<file path="config.mk">
export PLATFORM = sky130hd
export DESIGN_NAME = block_data_memory
export DESIGN_NICKNAME = d
export VERILOG_FILES = /design/src/rtl/block_data_memory.sv
export SDC_FILE = /design/constraint.sdc
export NUM_CORES = 2
export LEC_CHECK = 0
export CORE_ASPECT_RATIO = 0.8
export CORE_MARGIN = 4
export CORE_UTILIZATION = 25
export CTS_BUF_LIST = sky130_fd_sc_hd__clkbuf_4 sky130_fd_sc_hd__clkbuf_8
export CTS_CLUSTER_DIAMETER = 200
export DETAILED_ROUTE_END_ITERATION = 10
export SLEW_MARGIN = 20
export SYNTH_ARGS = -nofsm -noshare
export SYNTH_HDL_FRONTEND = slang
export SYNTH_SLANG_ARGS = --single-unit
</file>
<file path="constraint.sdc">
create_clock -name clock -period 3.96 [get_ports clock]
set_input_delay 0.792 -clock clock [delete_from_list [all_inputs] [get_ports clock]]
set_output_delay 0.792 -clock clock [all_outputs]
set_load 0.03 [all_outputs]
</file>
<file path="src/rtl/block_data_memory.sv">
// ---------------------------------------------------------------------------
// block_data_memory
//
// Block-granular data memory that responds to a cache controller's memory
// interface. It holds 2**ADDR_W blocks of DATA_W bits and imitates a slow
// main memory by stalling the requester for a fixed LATENCY.
//
// Each request goes through IDLE -> BUSY -> DONE -> IDLE. DONE is a single
// cycle in which requests are ignored. This gives the initiator one cycle
// to drop (or switch) its request after busywait falls.
//
// Optional feature (macro DMEM_ACCESS_CNT_EN):
//   Adds the rd_count and wr_count outputs. These are 16-bit wrapping
//   counters of completed reads and completed writes.
//
// Parameters:
//   LATENCY  cycles from acceptance to completion (values < 1 act as 1)
//   ADDR_W   block address width
//   DATA_W   block width in bits
//
// Ports:
//   clock          system clock, all state changes on posedge
//   reset          synchronous, active-high
//   mem_read       read request, held until busywait falls
//   mem_write      write request, held until busywait falls
//   mem_address    block address
//   mem_writedata  block to write
//   mem_readdata   fetched block (registered, held until the next read)
//   mem_busywait   combinational stall to the initiator
//   mem_err        sticky flag: read and write requested together
//   rd_count       completed reads   (DMEM_ACCESS_CNT_EN only)
//   wr_count       completed writes  (DMEM_ACCESS_CNT_EN only)
// ---------------------------------------------------------------------------
module block_data_memory #(
  parameter int LATENCY = 5,
  parameter int ADDR_W  = 6,
  parameter int DATA_W  = 32
) (
  input  logic              clock,
  input  logic              reset,
  input  logic              mem_read,
  input  logic              mem_write,
  input  logic [ADDR_W-1:0] mem_address,
  input  logic [DATA_W-1:0] mem_writedata,
  output logic [DATA_W-1:0] mem_readdata,
  output logic              mem_busywait,
  output logic              mem_err
`ifdef DMEM_ACCESS_CNT_EN
  ,
  output logic [15:0]       rd_count,
  output logic [15:0]       wr_count
`endif
);

  localparam int LAT   = (LATENCY < 1) ? 1 : LATENCY;
  localparam int CNT_W = (LAT > 1) ? $clog2(LAT) : 1;
  localparam logic [CNT_W-1:0] CNT_INIT = CNT_W'(LAT - 1);
  localparam int DEPTH = 1 << ADDR_W;

  typedef enum logic [1:0] {
    IDLE = 2'd0,
    BUSY = 2'd1,
    DONE = 2'd2
  } state_t;

  state_t            state;
  logic [CNT_W-1:0]  counter;
  logic [ADDR_W-1:0] addr_q;
  logic [DATA_W-1:0] wdata_q;
  logic              op_q;     // 1 = write, 0 = read

  logic [DATA_W-1:0] mem_array [DEPTH];

  logic req;
  logic illegal;
  logic complete;

  // A legal request is exactly one of read or write.
  assign req      = mem_read ^ mem_write;
  assign illegal  = mem_read & mem_write;
  assign complete = (state == BUSY) && (counter == '0);

  // Busywait rises in the same cycle that a legal request appears in IDLE.
  // It falls right after the completing edge moves the FSM into DONE.
  assign mem_busywait = (state == BUSY) || ((state == IDLE) && req);

  // NOTE: sequential state uses non-blocking assignments only, so every
  // register samples values from before the edge and ordering cannot race.
  always_ff @(posedge clock) begin
    if (reset) begin
      state        <= IDLE;
      counter      <= '0;
      addr_q       <= '0;
      wdata_q      <= '0;
      op_q         <= 1'b0;
      mem_readdata <= '0;
      mem_err      <= 1'b0;
    end else begin
      case (state)
        IDLE: begin
          if (illegal) begin
            mem_err <= 1'b1;
          end else if (req) begin
            addr_q  <= mem_address;
            wdata_q <= mem_writedata;
            op_q    <= mem_write;
            counter <= CNT_INIT;
            state   <= BUSY;
          end
        end
        BUSY: begin
          if (counter == '0) begin
            if (!op_q) begin
              mem_readdata <= mem_array[addr_q];
            end
            state <= DONE;
          end else begin
            counter <= counter - 1'b1;
          end
        end
        DONE: begin
          state <= IDLE;
        end
        default: begin
          state <= IDLE;
        end
      endcase
    end
  end

  // NOTE: the storage array has no reset branch. Clearing it would need a
  // port per word and would rule out RAM inference. Only the commit is gated
  // by reset, so a reset during BUSY drops the pending write.
  always_ff @(posedge clock) begin
    if (!reset && complete && op_q) begin
      mem_array[addr_q] <= wdata_q;
    end
  end

`ifdef DMEM_ACCESS_CNT_EN
  // Completed-access counters. They wrap naturally at 16'hFFFF.
  always_ff @(posedge clock) begin
    if (reset) begin
      rd_count <= '0;
      wr_count <= '0;
    end else if (complete) begin
      if (op_q) begin
        wr_count <= wr_count + 16'd1;
      end else begin
        rd_count <= rd_count + 16'd1;
      end
    end
  end
`endif

endmodule

</file>
==> impl_metrics.toml <==
[logic_synthesis]
yosysUniqueCellTypes = 67
yosysTopAreaCell = "edfxtp_1"
netlist.area_leader.share = 0.758
synth_area_leaders = "edfxtp_1 (76%), mux2i_1 (4.6%), mux4_2 (4.3%)"
ys_seq_area_frac = 0.777
synth_edf_count = 2048
netlist_instances = 4397
ys.flop_type = "edfxtp_1"
synth.ff_latch_count = 2125
netlist_area_sq_um = 81100
synth.avg_cell_area_sq_um = 18.4
synth.net_count = 4442
ys.warnings.count = 0
synthArstFlopShare = 0

[clocking]
clk_latency_ns = 1.06
cts_resized = 0
clk_path_buf_depth = 4
post_cts_buffers = 0
cts_tree = "built"
htree_num_levels = 5
clockRootBuffer = "clkbuf_8"
numCtsBuffers = 332
clk_pin_slew_ns = 0.07
cts_sinks = 2125
holdBufCountCts = 0

[drt]
routed_wirelength_um = 257000
viasPerCell = 4.99
ant_nets = 0
drtPass1Iterations = 6
wl_per_cell_um = 27.3
drc = 0
vias = 47000
first_iter_violations = 6988

[finish]
drive_above_1_share = 0.233
n_fill_cell = 31500
finalNonFillerCells = 9417
area_growth_pct = 18.2
nets = 4893

[worst_hold_path]
min_from = "reset"
hp-class = "primary input to flop"

[global_routing]
grt.total_usage = 0.148
grt_max_degree = 80
overflow = 0
grt_pass1_wl_um = 356000
grt_antenna_before_repair = 13
grt_pass1_vias = 45300

[power]
p_leak_uw = 0.0289
pwr_density_cell_nw_per_um2 = 497
peakVddDrop_uv = 303

[flow_run]
maxCapViolCount = 0

[timing]
slew_viol_final = 0
skew_ns = 0.0733
period_needed_ns = 3.66
setup_tns_ns = 0
fin_crit_sh = 0.924
finalHoldViolations = 0
max_freq_ghz = 0.273
worst-slew-pin-transition_ns = 1.22
setup_viol = 0
grt_setup_unrepaired = "false"
relSlewSlack = 0.176

[critical_path]
crit_required_ns = 4.85
cp-start-kind = "flop"
crit_family = "compound AO/OA/AOI/OAI gates"
worst-path-max-fanout = 37
r2r-start = "addr_q[1]$_SDFFE_PP0P_"
worst_ep_arrival_time_ns = 4.55
critPathSlowestCell = "o21ai_0"
startpoint = "addr_q[1]$_SDFFE_PP0P_"
critical_path_buf_inv_count = 3
crit_chain = "nor2b_4, buf_12, buf_4, buf_4, a221oi_1, nor2_1, o21ai_0, and4b_1, nor3_1"
crit_type = "flop to flop"
endpoint_kind = "flop"
critPathMaxStageDelay_ns = 0.91
crit_top_cell = "buf_4"

[place]
post-dp-hpwl_um = 156000
portBuffers = 75
gp_congestion = 0.843
post-place-cells = 8837

[floorplanning]
initial_utilization = 0.252
dieArea_sq_um = 334000
row_count = 186
core_sq_um = 322000
die_x_um = 645
io_pins = 76
fp.dieH_um = 518

[status]
status = "finished clean"
==> where the power goes <==
part	internal (uW)	switching (uW)
Combinational	1380	2910
Sequential	25000	397
Clock	9530	8490
Total	35900	11800
==> flip-flops by register name, indices dropped and copies added (netlist names) <==
name,cells
mem_array,2048
mem_readdata,32
counter,3
op_q,1
mem_err,1
wdata_q,32
state,2
addr_q,6
==> worst register-to-register path, stage by stage (launching register included) <==
cell and delay [ns]:
dfxtp_4 0.87, nor2b_4 0.33, buf_12 0.28, buf_4 0.25
buf_4 0.15, a221oi_1 0.26, nor2_1 0.08, o21ai_0 0.91
and4b_1 0.34, nor3_1 0.05
==> layout by cell type, fill, tap and decap left out, drive strengths merged, types with 15 or more instances in the layout <==
cell and count:
mux2i 376, nand3 43, nand2 152, clkinv 103, clkdlybuf4s50 74, a311oi 15, edfxtp 2048, a21oi 114
o21ai 111, clkbuf 449, mux4 154, dfxtp 77, mux2 46, o22ai 70, a31oi 26, a221oi 290
a22oi 145, buf 346, nor2 256
==> logic make-up after synthesis <==
kind of cell             count (synthesis)  share of synthesized area
flip-flops                            2125                      0.777
AO/OA/AOI/OAI                          861                     0.0772
multiplexers                           576                     0.0955
AND/OR/NAND/NOR                        522                     0.0274
buffers and inverters                  309                     0.0222
adder cells (fa/ha/maj)                  3                   0.000463
XOR/XNOR                                 1                   0.000108
==> path summary, 6_finish.rpt <==
path                                   end  slack (ns)  depth (start not counted)
min               wdata_q[28]$_SDFFE_PP0P_        0.24                          3
max          mem_readdata[21]$_SDFFE_PP0P_        0.30                          9
min reg2reg           mem_err$_SDFFE_PP0P_        0.49                          2
max reg2reg  mem_readdata[21]$_SDFFE_PP0P_        0.30                          9
==> cell usage after synthesis, types with 26 or more instances <==
library cell / count
a21oi_1: 114
a221oi_1: 290
a22oi_1: 145
a31oi_1: 26
buf_2: 116
buf_4: 56
buf_6: 35
clkbuf_1: 80
dfxtp_1: 77
edfxtp_1: 2048
mux2_2: 46
mux2i_1: 376
mux4_2: 154
nand2_1: 151
nand3_1: 43
nor2_1: 254
o21ai_0: 108
o22ai_1: 70
==> stage by stage <==
stage | hold WS (ns) | power (uW) | worst slack [ns] | instance area (sq um) | utilization
floorplan | 0.459 | 27900 | 0.560 | 81100 | -
global placement | 0.461 | 30000 | 0.484 | 89500 | 0.278
detailed placement | 0.470 | 30000 | 0.407 | 89500 | 0.278
CTS | 0.161 | 47800 | 0.432 | 95800 | 0.298
global route | 0.199 | 49200 | 0.290 | 95900 | 0.298
finish | 0.238 | 47700 | 0.302 | 95900 | 0.298
==> layer usage <==
metal  routed length, um  global-route usage
met1              105000               0.210
met5                  27                   0
met3               33000              0.0456
met2              111000               0.216
met4                7910              0.0468
==> final cells by class <==
type,count,area [sq um],area share
Sequential cell,2125,63100,0.658
Multi-Input combinational cell,1963,16900,0.176
Clock buffer,449,5550,0.0579
Tap cell,4324,5410,0.0564
Timing Repair Buffer,420,4180,0.0436
Clock inverter,123,756,0.00788
Inverter,6,28.8,0.000300
Antenna cell,7,17.5,0.000183
Note: power is estimated with default switching activity, not from simulation.
